$ cat src/rtl/multicycle_ctrl_fsm_if.sv
// Control bus between the multi-cycle sequencer (master) and the shared datapath (slave).
interface multicycle_ctrl_fsm_if #(
    parameter int unsigned CNT_W = 16
);
    // Datapath status into the sequencer
    logic [3:0]       opcode;
    logic             zero_flag;
    logic             mem_ready;

    // Sequencer controls out to the datapath
    logic             pc_write;
    logic [1:0]       pc_src;
    logic             ir_write;
    logic             mem_req;
    logic             mem_we;
    logic             mem_addr_sel;
    logic             reg_write;
    logic             wb_sel;
    logic             alu_src_b;
    logic [3:0]       alu_op;
    logic             halted;
    logic             illegal;
    logic [2:0]       state_out;
    logic [CNT_W-1:0] retired;

    modport master (
        input  opcode, zero_flag, mem_ready,
        output pc_write, pc_src, ir_write, mem_req, mem_we, mem_addr_sel, reg_write, wb_sel,
               alu_src_b, alu_op, halted, illegal, state_out, retired
    );

    modport slave (
        output opcode, zero_flag, mem_ready,
        input  pc_write, pc_src, ir_write, mem_req, mem_we, mem_addr_sel, reg_write, wb_sel,
               alu_src_b, alu_op, halted, illegal, state_out, retired
    );
endinterface

$ cat src/rtl/multicycle_ctrl_fsm.sv
// Multi-cycle control sequencer for the 16-bit RISC core.
// Steps the datapath through FETCH / DECODE / EXEC / MEM / WB and counts retired instructions.
// Optional feature macro ILLEGAL_TRAP_EN: when defined, illegal opcodes enter a sticky TRAP
// state; when undefined they execute as a 3-cycle NOP and illegal is tied 0.
module multicycle_ctrl_fsm #(
    parameter int unsigned CNT_W    = 16,
    parameter logic [3:0]  HALT_OPC = 4'b1111
) (
    input  logic                  clk,
    input  logic                  rst,
    multicycle_ctrl_fsm_if.master bus
);

    typedef enum logic [2:0] {
        StFetch  = 3'd0,
        StDecode = 3'd1,
        StExec   = 3'd2,
        StMem    = 3'd3,
        StWb     = 3'd4,
        StHalt   = 3'd5,
        StTrap   = 3'd6
    } state_e;

    state_e           state_q, state_d;
    logic [CNT_W-1:0] retired_q;
    logic             retire;

    // Opcode classes; opcode is stable from DECODE onward
    logic is_rtype, is_lw, is_sw, is_beq, is_jmp, is_halt, is_legal;

    assign is_rtype = (bus.opcode[3:2] == 2'b00);
    assign is_lw    = (bus.opcode == 4'b0100);
    assign is_sw    = (bus.opcode == 4'b0101);
    assign is_beq   = (bus.opcode == 4'b0110);
    assign is_jmp   = (bus.opcode == 4'b0111);
    assign is_halt  = (bus.opcode == HALT_OPC);
    assign is_legal = is_rtype | is_lw | is_sw | is_beq | is_jmp;

    // An instruction retires on the edge that returns the FSM to FETCH from EXEC/MEM/WB
    assign retire = (state_d == StFetch) &&
                    ((state_q == StExec) || (state_q == StMem) || (state_q == StWb));

    // State register and retired-instruction counter
    always_ff @(posedge clk) begin
        if (rst) begin
            state_q   <= StFetch;
            retired_q <= '0;
        end else begin
            state_q <= state_d;
            if (retire) begin
                retired_q <= retired_q + CNT_W'(1);
            end
        end
    end

    // Next-state decode
    always_comb begin
        state_d = state_q;
        case (state_q)
            StFetch: begin
                if (bus.mem_ready) state_d = StDecode;
            end
            StDecode: begin
                if (is_halt) begin
                    state_d = StHalt;
`ifdef ILLEGAL_TRAP_EN
                end else if (!is_legal) begin
                    state_d = StTrap;
`endif
                end else begin
                    state_d = StExec;
                end
            end
            StExec: begin
                if (is_rtype)           state_d = StWb;
                else if (is_lw || is_sw) state_d = StMem;
                else                    state_d = StFetch;
            end
            StMem: begin
                if (bus.mem_ready) state_d = is_sw ? StFetch : StWb;
            end
            StWb:   state_d = StFetch;
            StHalt: state_d = StHalt;
`ifdef ILLEGAL_TRAP_EN
            StTrap: state_d = StTrap;
`endif
            default: state_d = StFetch;
        endcase
    end

    // Control outputs; only FETCH ir/pc writes and the BEQ pc_write look at live inputs
    always_comb begin
        bus.pc_write     = 1'b0;
        bus.pc_src       = 2'b00;
        bus.ir_write     = 1'b0;
        bus.mem_req      = 1'b0;
        bus.mem_we       = 1'b0;
        bus.mem_addr_sel = 1'b0;
        bus.reg_write    = 1'b0;
        bus.wb_sel       = 1'b0;
        bus.alu_src_b    = 1'b0;
        bus.alu_op       = 4'b0000;
        bus.halted       = 1'b0;
        bus.illegal      = 1'b0;
        // Reset drops everything immediately, including an in-flight mem_req
        if (!rst) begin
            case (state_q)
                StFetch: begin
                    bus.mem_req  = 1'b1;
                    bus.ir_write = bus.mem_ready;
                    bus.pc_write = bus.mem_ready;
                end
                StExec: begin
                    if (is_rtype) begin
                        bus.alu_op = bus.opcode;
                    end else if (is_lw || is_sw) begin
                        bus.alu_src_b = 1'b1;
                    end else if (is_beq) begin
                        bus.alu_op   = 4'b0001;
                        bus.pc_src   = 2'b01;
                        bus.pc_write = bus.zero_flag;
                    end else if (is_jmp) begin
                        bus.pc_src   = 2'b10;
                        bus.pc_write = 1'b1;
                    end
                end
                StMem: begin
                    bus.mem_req      = 1'b1;
                    bus.mem_addr_sel = 1'b1;
                    bus.mem_we       = is_sw;
                end
                StWb: begin
                    bus.reg_write = 1'b1;
                    bus.wb_sel    = is_lw;
                end
                StHalt: begin
                    bus.halted = 1'b1;
                end
`ifdef ILLEGAL_TRAP_EN
                StTrap: begin
                    bus.halted  = 1'b1;
                    bus.illegal = 1'b1;
                end
`endif
                default: ;
            endcase
        end
    end

    assign bus.state_out = state_q;
    assign bus.retired   = retired_q;

endmodule
$ cat src/flat_wrapper.sv
// flat-port wrapper written by rule: the top's interface ports become plain ports
module multicycle_ctrl_fsm_flat 
#(
    parameter int unsigned CNT_W    = 16,
    parameter logic [3:0]  HALT_OPC = 4'b1111
)
  (clk, rst, bus_opcode, bus_zero_flag, bus_mem_ready, bus_pc_write, bus_pc_src, bus_ir_write, bus_mem_req, bus_mem_we, bus_mem_addr_sel, bus_reg_write, bus_wb_sel, bus_alu_src_b, bus_alu_op, bus_halted, bus_illegal, bus_state_out, bus_retired);
  multicycle_ctrl_fsm_if #(.CNT_W(CNT_W)) bus_i ();
  input  logic clk;
  input  logic rst;
  input wire logic [$bits(bus_i.opcode)-1:0] bus_opcode;
  input wire logic [$bits(bus_i.zero_flag)-1:0] bus_zero_flag;
  input wire logic [$bits(bus_i.mem_ready)-1:0] bus_mem_ready;
  output wire logic [$bits(bus_i.pc_write)-1:0] bus_pc_write;
  output wire logic [$bits(bus_i.pc_src)-1:0] bus_pc_src;
  output wire logic [$bits(bus_i.ir_write)-1:0] bus_ir_write;
  output wire logic [$bits(bus_i.mem_req)-1:0] bus_mem_req;
  output wire logic [$bits(bus_i.mem_we)-1:0] bus_mem_we;
  output wire logic [$bits(bus_i.mem_addr_sel)-1:0] bus_mem_addr_sel;
  output wire logic [$bits(bus_i.reg_write)-1:0] bus_reg_write;
  output wire logic [$bits(bus_i.wb_sel)-1:0] bus_wb_sel;
  output wire logic [$bits(bus_i.alu_src_b)-1:0] bus_alu_src_b;
  output wire logic [$bits(bus_i.alu_op)-1:0] bus_alu_op;
  output wire logic [$bits(bus_i.halted)-1:0] bus_halted;
  output wire logic [$bits(bus_i.illegal)-1:0] bus_illegal;
  output wire logic [$bits(bus_i.state_out)-1:0] bus_state_out;
  output wire logic [$bits(bus_i.retired)-1:0] bus_retired;
  assign bus_i.opcode = bus_opcode;
  assign bus_i.zero_flag = bus_zero_flag;
  assign bus_i.mem_ready = bus_mem_ready;
  assign bus_pc_write = bus_i.pc_write;
  assign bus_pc_src = bus_i.pc_src;
  assign bus_ir_write = bus_i.ir_write;
  assign bus_mem_req = bus_i.mem_req;
  assign bus_mem_we = bus_i.mem_we;
  assign bus_mem_addr_sel = bus_i.mem_addr_sel;
  assign bus_reg_write = bus_i.reg_write;
  assign bus_wb_sel = bus_i.wb_sel;
  assign bus_alu_src_b = bus_i.alu_src_b;
  assign bus_alu_op = bus_i.alu_op;
  assign bus_halted = bus_i.halted;
  assign bus_illegal = bus_i.illegal;
  assign bus_state_out = bus_i.state_out;
  assign bus_retired = bus_i.retired;
  multicycle_ctrl_fsm #(.CNT_W(CNT_W), .HALT_OPC(HALT_OPC)) u_core (.clk(clk), .rst(rst), .bus(bus_i));
endmodule
$ cat config.mk
export PLATFORM = sky130hd
export DESIGN_NAME = multicycle_ctrl_fsm_flat
export DESIGN_NICKNAME = d
export VERILOG_FILES = /design/src/rtl/multicycle_ctrl_fsm_if.sv /design/src/rtl/multicycle_ctrl_fsm.sv /design/src/flat_wrapper.sv
export SDC_FILE = /design/constraint.sdc
export NUM_CORES = 1
export LEC_CHECK = 0
export CAP_MARGIN = 20
export CORE_MARGIN = 4
export CORE_UTILIZATION = 50
export CTS_CLUSTER_DIAMETER = 80
export DETAILED_ROUTE_END_ITERATION = 6
export PLACE_DENSITY_LB_ADDON = 0.3
export SYNTH_ARGS = -nofsm -noshare
export SYNTH_HDL_FRONTEND = slang
export SYNTH_SLANG_ARGS = --single-unit
$ cat constraint.sdc
create_clock -name clk -period 4.2 [get_ports clk]
set_input_delay 0.63 -clock clk [delete_from_list [all_inputs] [get_ports clk]]
set_output_delay 0.63 -clock clk [all_outputs]
set_load 0.01 [all_outputs]
==> impl_metrics.ini, run 1 <==
[run_status]
outcome = completed

[timing]
hold_viol_final = 0
report.final.setup_viol = 0
fin_crit_sh_pct = 79.8
fmax_mhz = 299
finClkSkew_ns = 0.0110
drv_slew = 0
min_period_ns = 3.35
finalSetupTns_ns = 0
slew-limit-headroom_pct = 57.9
rsz0062_at_grt = no
tightest_slew_ns = 0.631
finalWorstSetupSlack_ns = 0.850

[layout]
nNetsFinal = 206
multiInputGateArea_um2 = 916
fillCellCount = 213
drive_above_1_share_pct = 10.7
regArea_um2 = 380
diodes = 0
areaGrowthSynthToFinish_pct = 29.2
stdcell_area_um2 = 1780

[routing]
drc = 0
vias = 1335
drtIter0Drc = 49
drt-pass1-iter-count = 6
totalWireLength_um = 3400
antenna_left = 0
routedWlPerCell_um = 15.0
via_per_inst = 5.91

[yosys]
async_flop_share_pct = 0
yosys.area_share.simple_pct = 43.6
synth-compound-area-share_pct = 9.18
ys.flop_type = dfxtp_1
synth_area_per_cell_um2 = 8.44
netlist_area_um2 = 1380
synthXorXnorAreaFrac_pct = 0
ys_warn_count = 0
synth_seq_area_share_pct = 27.6
synth_top_family_by_area = simple AND/OR/NAND/NOR gates
synthDistinctLibCells = 47
ys_seq_elements = 19
syn_inst = 163
synth.area.mux_share_pct = 12.0
synth-adder-area-share_pct = 0.909
synth-edff-count = 0

[setup_path]
startpoint_type = input port
cp.arrival_ns = 2.72
slowest_stage = clkdlybuf4s50_1
crit_required_ns = 3.57
worstPathCellList = clkdlybuf4s50_1, nor2b_1, nand3_1, o21bai_1, a2111oi_0, clkdlybuf4s50_1
worstPathMaxFanout = 5
cp_common_cell = clkdlybuf4s50_1
critPathKind = input port to output pin
crit_buf_inv = 2
end_kind = output pin
critPathTopFamily = buffers and inverters
critPathMaxStageDelay_ns = 0.61

[floorplan]
die-area_um2 = 3660
die_y_um = 60.5
ios = 43
die_w_um = 60.5
core_um2 = 2540
start_util_pct = 54.1
fp-row-count = 18

[clocking]
ctsLongestPathBuffers = 2
clkTransAtPathRegs_ns = 0.12
htreeDepth = 1
cts-resized-gates = 0
cts_buffers = 3
clk_latency_ns = 0.30
cts_sinks = 19
post_cts_buffers = 0
postCtsHoldBufs = 0
cts_tree = done
clock-root-buffer = clkbuf_4

[power]
powerDensity_nw_per_um2 = 195
p_leak_nw = 0.621
max-vdd-ir-drop_uv = 147

[hold_path]
holdCritPathClass = register to register

[grt]
grt_pass1_wl_um = 5480
antenna_found_initial = 0
grt_max_degree = 20
grt_remaining_overflow = 0
grt_busiest_layer = met2
grt_usage_pct = 19.4
grt_use_met1_pct = 24.8
first_global_vias = 1175
use_met3_pct = 4.68
use_met2_pct = 32.1

[place]
dpl_cell_area_um2 = 1750
dp_slack_ns = 0.876
io_buffers = 39
hpwl_um = 2560
routabilityCongestion = 0.792

[job]
drv_cap = 0
final timing paths:
kind | from | end | slack (ns) | depth (start not counted)
max | bus_opcode[2] | bus_pc_write | 0.85 | 6
min | u_core.bus.retired[15] | u_core.bus.retired[15] | 0.57 | 2
max reg2reg | u_core.bus.state_out[0] | u_core.bus.retired[12] | 1.90 | 4
min reg2reg | u_core.bus.retired[15] | u_core.bus.retired[15] | 0.57 | 2
cells in the final DEF, fill, tap and decap left out, types with 2 or more instances in the layout:
cell type	instances
nor2b_1	18
mux2_1	8
nand2_1	10
clkbuf_4	3
buf_4	3
and3_1	2
nand4_1	7
a21oi_1	5
nand2b_1	4
nand3_1	5
clkdlybuf4s50_1	39
or3_1	2
nor2_1	18
nor3_1	2
mux2_4	5
nor4_2	5
and4_1	2
nor4_1	10
o21ai_1	2
dfxtp_1	19
conb_1	3
report_power, final:
group          switching [mW]  internal, mW
registers             0.00677         0.183
clock network          0.0615        0.0354
logic                  0.0330        0.0277
flip-flops by register name, indices dropped and copies added, names as in the netlist:
signal,cells
u_core.bus.state_out,3
u_core.bus.retired,16
synth_stat cells (5+ instances only):
| cell | instances | area share (%) |
|---|---|---|
| nand3_1 | 5 | 1.8 |
| nand2_1 | 10 | 2.7 |
| clkbuf_1 | 5 | 1.4 |
| nor2_1 | 18 | 4.9 |
| mux2_1 | 8 | 6.5 |
| a21oi_1 | 5 | 1.8 |
| mux2_4 | 5 | 5.5 |
| nor4_1 | 10 | 4.5 |
| dfxtp_1 | 19 | 28 |
| nand4_1 | 7 | 3.2 |
| nor2b_1 | 18 | 8.2 |
| nor4_2 | 5 | 4.5 |
tightest hold or removal path, cell delays in order (launching register included):
cell	delay (ns)
dfxtp_1	0.34
nor2_1	0.09
mux2_1	0.12
stage by stage:
| stage | total power, mW | util (%) | instances | hold slack, ns |
|---|---|---|---|---|
| finish | 0.347 | 69.9 | 226 | 0.575 |
| global route | 0.358 | 69.9 | 226 | 0.624 |
| CTS | 0.347 | 69.9 | 226 | 0.581 |
| detailed placement | 0.253 | 68.8 | 222 | 0.554 |
| global placement | 0.251 | 68.8 | 222 | 0.529 |
| floorplan | 0.231 | - | 165 | 0.552 |
cell type report:
type	instances	share of cell area [%]
Multi-Input combinational cell	130	51.5
Clock inverter	1	0.281
Timing Repair Buffer	42	23.2
Inverter	1	0.211
Clock buffer	3	1.27
Sequential cell	19	21.4
Tap cell	30	2.11
per-layer routing:
metal,up-vias,wire (µm)
met5,-,0
met4,0,57
met3,6,267
met2,54,1600
met1,613,1470
li1,662,-
cell families (layout without fill, tap and decap cells):
logic type	count (synthesis)	after routing
other	1	3
adders and majority gates	1	1
buffers and inverters	16	47
AOI/OAI and AO/OA	16	16
and+or+nand+nor	97	97
DFF	19	19
muxes	13	13
No activity file was read; power rests on OpenSTA's default activity.
==> inputs of run 2 (changes only) <==
Settings changed: CORE_UTILIZATION 50 to 46.
Clock period 4.2 ns to 3.1 ns, I/O delays scaled along.
==> impl_metrics.ini, run 2 (synthesis results as in run 1) <==
[power]
max-vdd-ir-drop_uv = 118
powerDensity_nw_per_um2 = 261
p_leak_nw = 0.638
finalPower_uw = 472

[timing]
fin_crit_sh_pct = 98.3
finalSetupTns_ns = 0
hold_viol_final = 0
finClkSkew_ns = 0.00599
drv_slew = 0
report.final.setup_viol = 0
slew-limit-headroom_pct = 59.9
fmax_mhz = 328
rsz0062_at_grt = no
tightest_slew_ns = 0.601
min_period_ns = 3.05
holdWs_ns = 0.579

[hold_path]
min_from = u_core.bus.retired[0]
holdCritPathClass = register to register
hold_depth = 2
worstHoldEndpoint = u_core.bus.retired[0]

[routing]
top_layer = met4
via_per_inst = 5.83
routed-wl-met2_um = 1760
routed-wl-met3_um = 210
drc = 0
drtIter0Drc = 39
antenna_left = 0
routedWlPerCell_um = 15.0
drt-met1-wl_um = 1440
vias = 1346
totalWireLength_um = 3470
drt-pass1-iter-count = 4

[setup_path]
critPathKind = input port to output pin
end_kind = output pin
worstPathMaxFanout = 5
r2r_cells = 5
rrSetupSlack_ns = 0.84
rr_startpoint = u_core.bus.state_out[0]
startpoint_type = input port
cp.arrival_ns = 2.58
reg2reg_to = u_core.bus.retired[10]
crit_required_ns = 2.63

[floorplan]
die_w_um = 62.7
start_util_pct = 49.1
fp-row-count = 19
ios = 43
die_y_um = 62.7
core_um2 = 2810
die-area_um2 = 3930

[layout]
nNetsFinal = 210
areaGrowthSynthToFinish_pct = 31.4
layout_commonest_cell = clkdlybuf4s50_1
fin_util_pct = 64.5
drive_above_1_share_pct = 12.0
largest_register_ffs = 16
diodes = 0
layout_common_cells = clkdlybuf4s50_1, dfxtp_1, nor2_1, nor2b_1

[job]
drv_cap = 0

[clocking]
ctsLongestPathBuffers = 2
htreeDepth = 1
clk_latency_ns = 0.30
cts_buffers = 3
cts-resized-gates = 0
cts_sinks = 19
clock-root-buffer = clkbuf_4
post_cts_buffers = 0
cts_tree = done
postCtsHoldBufs = 0
clkTransAtPathRegs_ns = 0.10

[place]
hpwl_um = 2620
routabilityCongestion = 0.811
io_buffers = 39

[run_status]
outcome = completed

[grt]
grt_max_degree = 24
antenna_found_initial = 0
grt_usage_pct = 17.7
first_global_vias = 1265
grt_pass1_wl_um = 5800
grt_remaining_overflow = 0
-- run 2: cell types whose count changed in the layout (fill, tap and decap cells not counted) --
cell / previous run / this run
clkbuf_1: 0 / 1
clkinv_2: 1 / 0
buf_4: 3 / 7
-- run 2: how the worst max path moves through the flow --
stage | startpoint | endpoint | slack [ns] | cells past startpoint
floorplan | u_core.bus.state_out[1] | bus_pc_write | 0.81 | 5
global placement | bus_opcode[2] | bus_pc_write | 0.18 | 6
detailed placement | bus_opcode[2] | bus_pc_write | 0.09 | 6
CTS | bus_opcode[2] | bus_pc_write | 0.06 | 6
global route | bus_opcode[2] | bus_pc_write | 0.006 | 6
finish | bus_opcode[2] | bus_pc_write | 0.05 | 6
-- run 2: through the flow --
stage,instance area [µm²],instances,worst slack (ns)
5_1_grt,1810,231,0.00642
3_3_place_gp,1780,227,0.183
3_5_place_dp,1780,227,0.0903
4_1_cts,1810,231,0.0616
2_1_floorplan,1380,165,0.815
6_report,1810,231,0.0526
-- run 2: final cells by class --
cell class | count | area, µm²
clock buffer | 4 | 26.3
fill | 248 | 997
inverter | 1 | 3.75
multi-input combinational | 130 | 916
sequential | 19 | 380
tap | 31 | 38.8
timing repair buffer | 46 | 443
-- run 2: per-layer routing --
metal  vias to the layer above  track usage, %
li1                        664               -
met1                       630            19.8
met2                        47            32.9
met3                         5            3.24
met4                         0            6.61
met5                         -               0
-- run 2: worst max-delay path: stages --
cell	delay, ns
clkdlybuf4s50_1	0.55
nor2b_1	0.19
nand3_1	0.17
o21bai_1	0.21
a2111oi_0	0.39
clkdlybuf4s50_1	0.61
-- run 2: power by group --
part	total [mW]	switching, mW	internal (mW)
Clock	0.128	0.0781	0.0503
Sequential	0.250	0.00316	0.247
Combinational	0.0935	0.0520	0.0415
Total	0.472	0.133	0.339
==> inputs of run 3 (changes only) <==
Settings changed: SKIP_LAST_GASP set to 1.
==> results of run 3 <==
No change in the layout: final DEF, timing and power equal those of run 2.
